## config.mk

```make
export PLATFORM = sky130hd
export DESIGN_NAME = tour_cmd_seq
export DESIGN_NICKNAME = d
export VERILOG_FILES = /design/src/rtl/tour_pkg.sv /design/src/rtl/move_decode.sv /design/src/rtl/tour_cmd_seq.sv
export SDC_FILE = /design/constraint.sdc
export NUM_CORES = 1
export LEC_CHECK = 0
export CAP_MARGIN = 15
export CORE_MARGIN = 4
export CORE_UTILIZATION = 35
export DETAILED_ROUTE_END_ITERATION = 7
export PLACE_DENSITY = 0.76
export SLEW_MARGIN = 15
export SYNTH_ARGS = -nofsm -noshare
export SYNTH_HDL_FRONTEND = slang
export SYNTH_SLANG_ARGS = --single-unit
```

## constraint.sdc

```tcl
create_clock -name clk -period 3.4 [get_ports clk]
set_input_delay 0.85 -clock clk [delete_from_list [all_inputs] [get_ports clk]]
set_output_delay 0.85 -clock clk [all_outputs]
set_load 0.05 [all_outputs]
```

## src/rtl/tour_pkg.sv

```systemverilog
// rtl/tour_pkg.sv - shared types, opcodes, headings and knight-move decode for the tour sequencer
package tour_pkg;

    typedef enum logic [2:0] {
        ST_IDLE,
        ST_VERT,
        ST_VWAIT,
        ST_HORZ,
        ST_HWAIT
    } tour_seq_state_t;

    localparam logic [3:0] CMD_MOVE     = 4'h2;
    localparam logic [3:0] CMD_MOVE_FAN = 4'h3;

    localparam logic [7:0] HDG_N = 8'h00;
    localparam logic [7:0] HDG_S = 8'h7F;
    localparam logic [7:0] HDG_E = 8'hBF;
    localparam logic [7:0] HDG_W = 8'h3F;

    // sign bit set means the offset is negative (west / south)
    typedef struct packed {
        logic       dx_sign;
        logic [1:0] dx_mag;
        logic       dy_sign;
        logic [1:0] dy_mag;
        logic       valid;
    } move_fields_t;

    function automatic move_fields_t decode_move(input logic [7:0] move);
        move_fields_t f;
        f       = '0;
        f.valid = 1'b1;
        case (move)
            8'h01: {f.dx_sign, f.dx_mag, f.dy_sign, f.dy_mag} = {1'b0, 2'd1, 1'b0, 2'd2};
            8'h02: {f.dx_sign, f.dx_mag, f.dy_sign, f.dy_mag} = {1'b1, 2'd1, 1'b0, 2'd2};
            8'h04: {f.dx_sign, f.dx_mag, f.dy_sign, f.dy_mag} = {1'b1, 2'd2, 1'b0, 2'd1};
            8'h08: {f.dx_sign, f.dx_mag, f.dy_sign, f.dy_mag} = {1'b1, 2'd2, 1'b1, 2'd1};
            8'h10: {f.dx_sign, f.dx_mag, f.dy_sign, f.dy_mag} = {1'b1, 2'd1, 1'b1, 2'd2};
            8'h20: {f.dx_sign, f.dx_mag, f.dy_sign, f.dy_mag} = {1'b0, 2'd1, 1'b1, 2'd2};
            8'h40: {f.dx_sign, f.dx_mag, f.dy_sign, f.dy_mag} = {1'b0, 2'd2, 1'b1, 2'd1};
            8'h80: {f.dx_sign, f.dx_mag, f.dy_sign, f.dy_mag} = {1'b0, 2'd2, 1'b0, 2'd1};
            default: f = '0;
        endcase
        return f;
    endfunction

endpackage

```

## src/rtl/move_decode.sv

```systemverilog
// rtl/move_decode.sv - one-hot knight move to vertical and horizontal leg commands
module move_decode
    import tour_pkg::*;
(
    input  logic [7:0]  move,
    output logic [15:0] vert_cmd,
    output logic [15:0] horz_cmd,
    output logic        valid
);

    move_fields_t f;

    always_comb begin
        f        = decode_move(move);
        valid    = f.valid;
        vert_cmd = {CMD_MOVE,     f.dy_sign ? HDG_S : HDG_N, 2'b00, f.dy_mag};
        horz_cmd = {CMD_MOVE_FAN, f.dx_sign ? HDG_W : HDG_E, 2'b00, f.dx_mag};
    end

endmodule

```

## src/rtl/tour_cmd_seq.sv

```systemverilog
// rtl/tour_cmd_seq.sv - replays solved knight tour as leg commands, host pass-through when idle
module tour_cmd_seq
    import tour_pkg::*;
#(
    parameter int NUM_MOVES = 24
) (
    input  logic        clk,
    input  logic        rst,
    input  logic        start_tour,
    input  logic [7:0]  move,
    output logic [4:0]  mv_indx,
    input  logic [15:0] host_cmd,
    input  logic        host_cmd_rdy,
    output logic        host_clr_cmd_rdy,
    output logic [15:0] cmd,
    output logic        cmd_rdy,
    input  logic        clr_cmd_rdy,
    input  logic        resp_rdy,
    output logic        tour_busy,
    output logic        tour_done,
    output logic        move_err
);

    localparam logic [4:0] LAST_IDX = 5'(NUM_MOVES - 1);

    tour_seq_state_t state;
    logic [4:0]      idx;
    logic [7:0]      hold;
    logic [15:0]     vert_cmd;
    logic [15:0]     horz_cmd;
    logic            hold_valid;
    logic            advance;

    move_decode u_move_decode (
        .move     (hold),
        .vert_cmd (vert_cmd),
        .horz_cmd (horz_cmd),
        .valid    (hold_valid)
    );

    // The solver reads combinationally, so the next index is presented during the
    // accepting cycle and the following move is latched on the same edge.
    assign advance = (state == ST_HWAIT) && resp_rdy && (idx != LAST_IDX);
    assign mv_indx = (state == ST_IDLE) ? 5'd0 : (advance ? idx + 5'd1 : idx);

    always_ff @(posedge clk) begin
        if (rst) begin
            state     <= ST_IDLE;
            idx       <= 5'd0;
            hold      <= 8'h00;
            tour_done <= 1'b0;
            move_err  <= 1'b0;
        end else begin
            tour_done <= 1'b0;
            case (state)
                ST_IDLE: begin
                    if (start_tour) begin
                        idx      <= 5'd0;
                        hold     <= move;
                        move_err <= 1'b0;
                        state    <= ST_VERT;
                    end
                end
                ST_VERT: begin
                    if (!hold_valid) begin
                        move_err <= 1'b1;
                        idx      <= 5'd0;
                        state    <= ST_IDLE;
                    end else if (clr_cmd_rdy) begin
                        state <= ST_VWAIT;
                    end
                end
                ST_VWAIT: begin
                    if (resp_rdy) state <= ST_HORZ;
                end
                ST_HORZ: begin
                    if (clr_cmd_rdy) state <= ST_HWAIT;
                end
                ST_HWAIT: begin
                    if (resp_rdy) begin
                        if (idx == LAST_IDX) begin
                            tour_done <= 1'b1;
                            idx       <= 5'd0;
                            state     <= ST_IDLE;
                        end else begin
                            idx   <= idx + 5'd1;
                            hold  <= move;
                            state <= ST_VERT;
                        end
                    end
                end
                default: state <= ST_IDLE;
            endcase
        end
    end

    assign tour_busy = (state != ST_IDLE);

    always_comb begin
        cmd              = host_cmd;
        cmd_rdy          = host_cmd_rdy;
        host_clr_cmd_rdy = clr_cmd_rdy;
        if (!rst && state != ST_IDLE) begin
            host_clr_cmd_rdy = 1'b0;
            cmd              = (state == ST_HORZ || state == ST_HWAIT) ? horz_cmd : vert_cmd;
            cmd_rdy          = (state == ST_VERT && hold_valid) || (state == ST_HORZ);
        end
    end

endmodule

```

Yosys cells after proc, flatten, opt, wreduce, memory -nomap -nowiden. Cells that the tools add are included.

Flip-flop bits (word level): 18. Output and inout port bits: 26. Word-level logic and storage cells: 78.

Add/subtract/negate cells: 1. Eq/ne operators: 21. Multiplexer cells: 31. Bitwise operators: 2. Reduce and logical (&&, ||, !) cells: 18.

Operators by type and width (number): $pmux W6 S8 (1); $mux W8 (4); $mux W5 (6); $mux W3 (6); $mux W16 (1); $pmux W8 S2 (1); $pmux W3 S5 (1); $pmux W5 S3 (1); $mux W13 (1); $ne A2 B2 Y1 const B (6); $eq A8 B1 Y1 const B (1); $eq A8 B2 Y1 const B (1); $eq A8 B3 Y1 const B (1); $eq A8 B4 Y1 const B (1); $eq A8 B5 Y1 const B (1); $eq A8 B6 Y1 const B (1); $eq A8 B7 Y1 const B (1); $eq A8 B8 Y1 const B (1); $reduce_and A4 Y1 (2); $reduce_or A8 Y1 (1); $mux W1 (7); $mux W7 (1); $eq A3 B2 Y1 const B (2); $reduce_bool A3 Y1 (2); 16 further kinds (22).

Longest topological paths before layout.
Depth after elaboration: 6. Mapped depth: 6. Mapped depth without buffers: 6.

By module. A second synthesis with hierarchy kept.

Cells, all modules: 268. Area, all modules: 1939.4 um2.

Modules (own cells, without submodules): tour_cmd_seq (instances 1, cells each 210, area each 1521.5 um2); move_decode (instances 1, cells each 58, area each 417.9 um2).

Least setup slack after synthesis. OpenSTA, ideal clock, no wires.

Path kind: input -> output. Start: input resp_rdy. End: output mv_indx[2]. Data arrival time: 2.066 ns. Setup slack: 0.484 ns. Stages: 3. Path buffers: 0. Cells stage by stage: nand2_1 -> or3_1 -> a21oi_1.

Longest elaborated chain between the ends: 4.

RTL lines: start: declaration (line tour_cmd_seq.sv:18) `input logic resp_rdy,`; $logic_and A1 B1 Y1 (2 in series) (line tour_cmd_seq.sv:43) `assign advance = (state == ST_HWAIT) && resp_rdy && (idx != LAST_IDX);`; $mux W5 (2 in series) (line tour_cmd_seq.sv:44) `assign mv_indx = (state == ST_IDLE) ? 5'd0 : (advance ? idx + 5'd1 : idx);`; end: declaration (line tour_cmd_seq.sv:11) `output logic [4:0] mv_indx,`.

Every way passes these cells.

Final worst setup path.
Start: input rst. End: output cmd[4].

Longest elaborated chain between the ends: 3.

RTL lines: start: declaration (line tour_cmd_seq.sv:8) `input logic rst,`; $logic_not A1 Y1 (line tour_cmd_seq.sv:103) `if (!rst && state != ST_IDLE) begin`; $logic_and A1 B1 Y1 (line tour_cmd_seq.sv:103); $mux W16 (line tour_cmd_seq.sv:103); end: declaration (line tour_cmd_seq.sv:15) `output logic [15:0] cmd,`.

Every way passes these cells.

==> results.md <==
- Mapped Nets: ~220
- First-pass GRT wire length: ~6500 um
- Critical path startpoint category: input pin
- Clock Tree Buf Depth: 2
- Number of global-route vias before repair: 1452
- RSZ-0062 raised after global routing: no
- Yosys Warn Count: 0
- Min-delay worst type: reg -> reg
- GRT overflow: 0
- Setup-failing EPs final: 0
- Post-DRT Antenna Nets: 0
- Netlist cell types: 51
- Cts repair resizes: 0
- Dominant cells by area after synthesis: dfxtp_1 24%, nand2_1 7.9%, nor2_1 6.4%
- Worst Setup End Kind: output port
- Clk_skew: between 0.001 and 0.0015 ns
- Fin. max-slew vios: 0
- Asr flop ratio synth: 0%
- Hpwl dp: 3121 um
- Io pins: 56
- Slowest Stage Delay on Critical Path: 0.59 ns
- Die X: 72.98 um
- Worst path required time: 2.55 ns
- Hold Vio Cnt, Final: 0
- Setup TNS: 0 ns
- Mapped Area: 1478 um^2
- Setup CP Type: in -> out
- Drt first pass iters: 4
- Avg Inst Size Synth: 7.860 um^2
- # hold bufs at CTS: 0
- I/O Buffers: 55
- Area Growth Syn to Fin: 54.36%
- Share of cells above drive strength 1: 18.57%
- Slowest cell on the critical path: clkdlybuf4s50_1
- # clock sinks: 18
- Clock Latency Late Sink: around 0.25 ns
- Worst-path maximum fanout: 8
- PwrDens: about 370 nW/um^2
- Row cnt: 23
- Outcome: finished clean
- CTS H-tree depth: 1
- Nets: 269
- WL final: slightly below 4000 um
- Drt drc: 0
- Max VDD drop: 0.1195 mV
- Core box area: 4029 um^2
- Die ar.: 5325 um^2
- ANT cells: 0
- Worst-path cell chain: clkdlybuf4s50_1, nor2_1, a31oi_1, nand2_1, buf_12
- Post-synth top area cell: dfxtp_1
- Slew at the pin closest to its max-slew limit: 0.5623 ns
- Inserted Clock Buffers: 3
- # Post-CTS Setup Buffers: 0
- Commonest non-fill, non-tap cell in the layout: clkdlybuf4s50_1
- DRT iter0 DRCs: 70
- Total track usage: 15.04%
- Total number of vias: around 1500
- Number of synthesized flops with an enable pin: 0
- Placed instance area: between 2000 and 2500 um^2
- Slew Limit Headroom: between 60% and 70%
- Die H: around 73 um
- Fin crit share: 93.65%
- Antenna violations before repair: 0
- Reg clk slew, reported paths: 0.07 ns
- Vias per Instance: approximately 5.3
- Clk root buf: clkbuf_8
- Worst path arrival time: 2.33 ns
- Largest net degree at the start of global routing: 19
- Tmin final: 3.184 ns
- Wire length per cell: 13.57 um
- Most frequent cells in the layout: 32 x clkdlybuf4s50_1, 31 x nand2_1, 25 x nor2_1
- Initial Utilization: 36.68%
- CTS tree: yes
- Yosys reg bits: 18
- Max Cap Viol: 0
- Most used DFF post-synth: dfxtp_1
- Static Leak: around 0.91 nW
- Share of the synthesized area in the top cell type: approximately a quarter
- Syn Inst Count: approximately 190
- Setup slack, reg-to-reg: 1.40 ns
- FMAX: about 0.31 GHz
- Gpl congestion: between 0.8 and 0.9
- Design area: 2281 um^2
- Register area share after synthesis: about a quarter
[final timing paths]
path	from	to	cells past startpoint
setup / recovery	rst	cmd[4]	5
hold / removal	move_err	move_err	2
setup reg to reg	hold[6]	idx[0]	5
hold reg to reg	move_err	move_err	2
[critical path, delay by kind of cell]
family | cells | cell delay [ns]
buffers and inverters | 2 | 0.78
AOI/OAI and AO/OA | 1 | 0.40
and+or+nand+nor | 2 | 0.31
[stage by stage]
stage / instances / total power [mW] / hold slack, ns / setup WS, ns / util [%]
floorplan: 188 / 0.5064 / 0.4939 / 0.4842 / -
global placement: 283 / 0.6727 / 0.4356 / 0.2803 / 55.25
detailed placement: 283 / 0.6775 / 0.4510 / 0.2265 / 55.25
CTS: 287 / 0.8563 / 0.4626 / 0.2203 / 56.61
global route: 287 / 0.8891 / 0.4883 / 0.09969 / 56.61
finish: 287 / 0.8487 / 0.4533 / 0.2159 / 56.61
[logic make-up after synthesis]
| logic type | count (synthesis) | synth area share, % |
|---|---|---|
| adder cells (fa/ha/maj) | 1 | 0.8466 |
| AO/OA/AOI/OAI | 36 | 20.75 |
| XOR/XNOR | 7 | 4.149 |
| multiplexers | 9 | 6.097 |
| buffers and inverters | 18 | 8.636 |
| flip-flops | 18 | 24.39 |
| AND/OR/NAND/NOR | 99 | 35.14 |
[per-layer routing]
layer	vias up	GRT usage [%]	share of wire, %	wire length, um
met3	4	2.755	7.7	298
met2	58	25.65	47	1842
met5	-	0	0	0
li1	764	-	-	-
met4	0	4.918	1.2	46
met1	709	19.01	44	1708
[report_power, final]
group / total [mW] / internal, mW / switching (mW)
clock: 0.178 / 0.103 / 0.0748
combinational: 0.423 / 0.197 / 0.226
sequential: 0.248 / 0.222 / 0.0259
total: 0.849 / 0.522 / 0.326
[cells in the mapped netlist (2+ instances only)]
cell type,number
nand4_1,2
nor3_1,6
nand2_1,31
nor4_1,2
or2_1,2
a211oi_2,2
mux2i_1,9
nand4b_1,2
o21ai_0,6
nand3_1,3
and2_1,7
nor2_1,25
or3_1,3
nand3b_1,2
o221ai_1,2
dfxtp_1,18
o21ai_1,3
xor2_1,6
o21a_1,3
nand2b_1,2
a31oi_1,2
nor4b_1,3
inv_1,3
clkbuf_1,3
buf_6,5
buf_2,5
nor2b_1,3
a21oi_1,5
[flip-flops by register name, summed over array words and instances, names as in the netlist]
signal	cells
idx	5
move_err	1
hold	8
state	3
tour_done	1
[cell type report]
| type | count | area [um^2] |
|---|---|---|
| tap | 50 | 62.56 |
| inverter | 4 | 15.01 |
| timing repair buffer | 59 | 798.3 |
| clock buffer | 4 | 55.05 |
| multi-input combinational | 152 | 989.7 |
| fill | 351 | 1748 |
| sequential | 18 | 360.3 |
(Power assumes the default switching activity.)
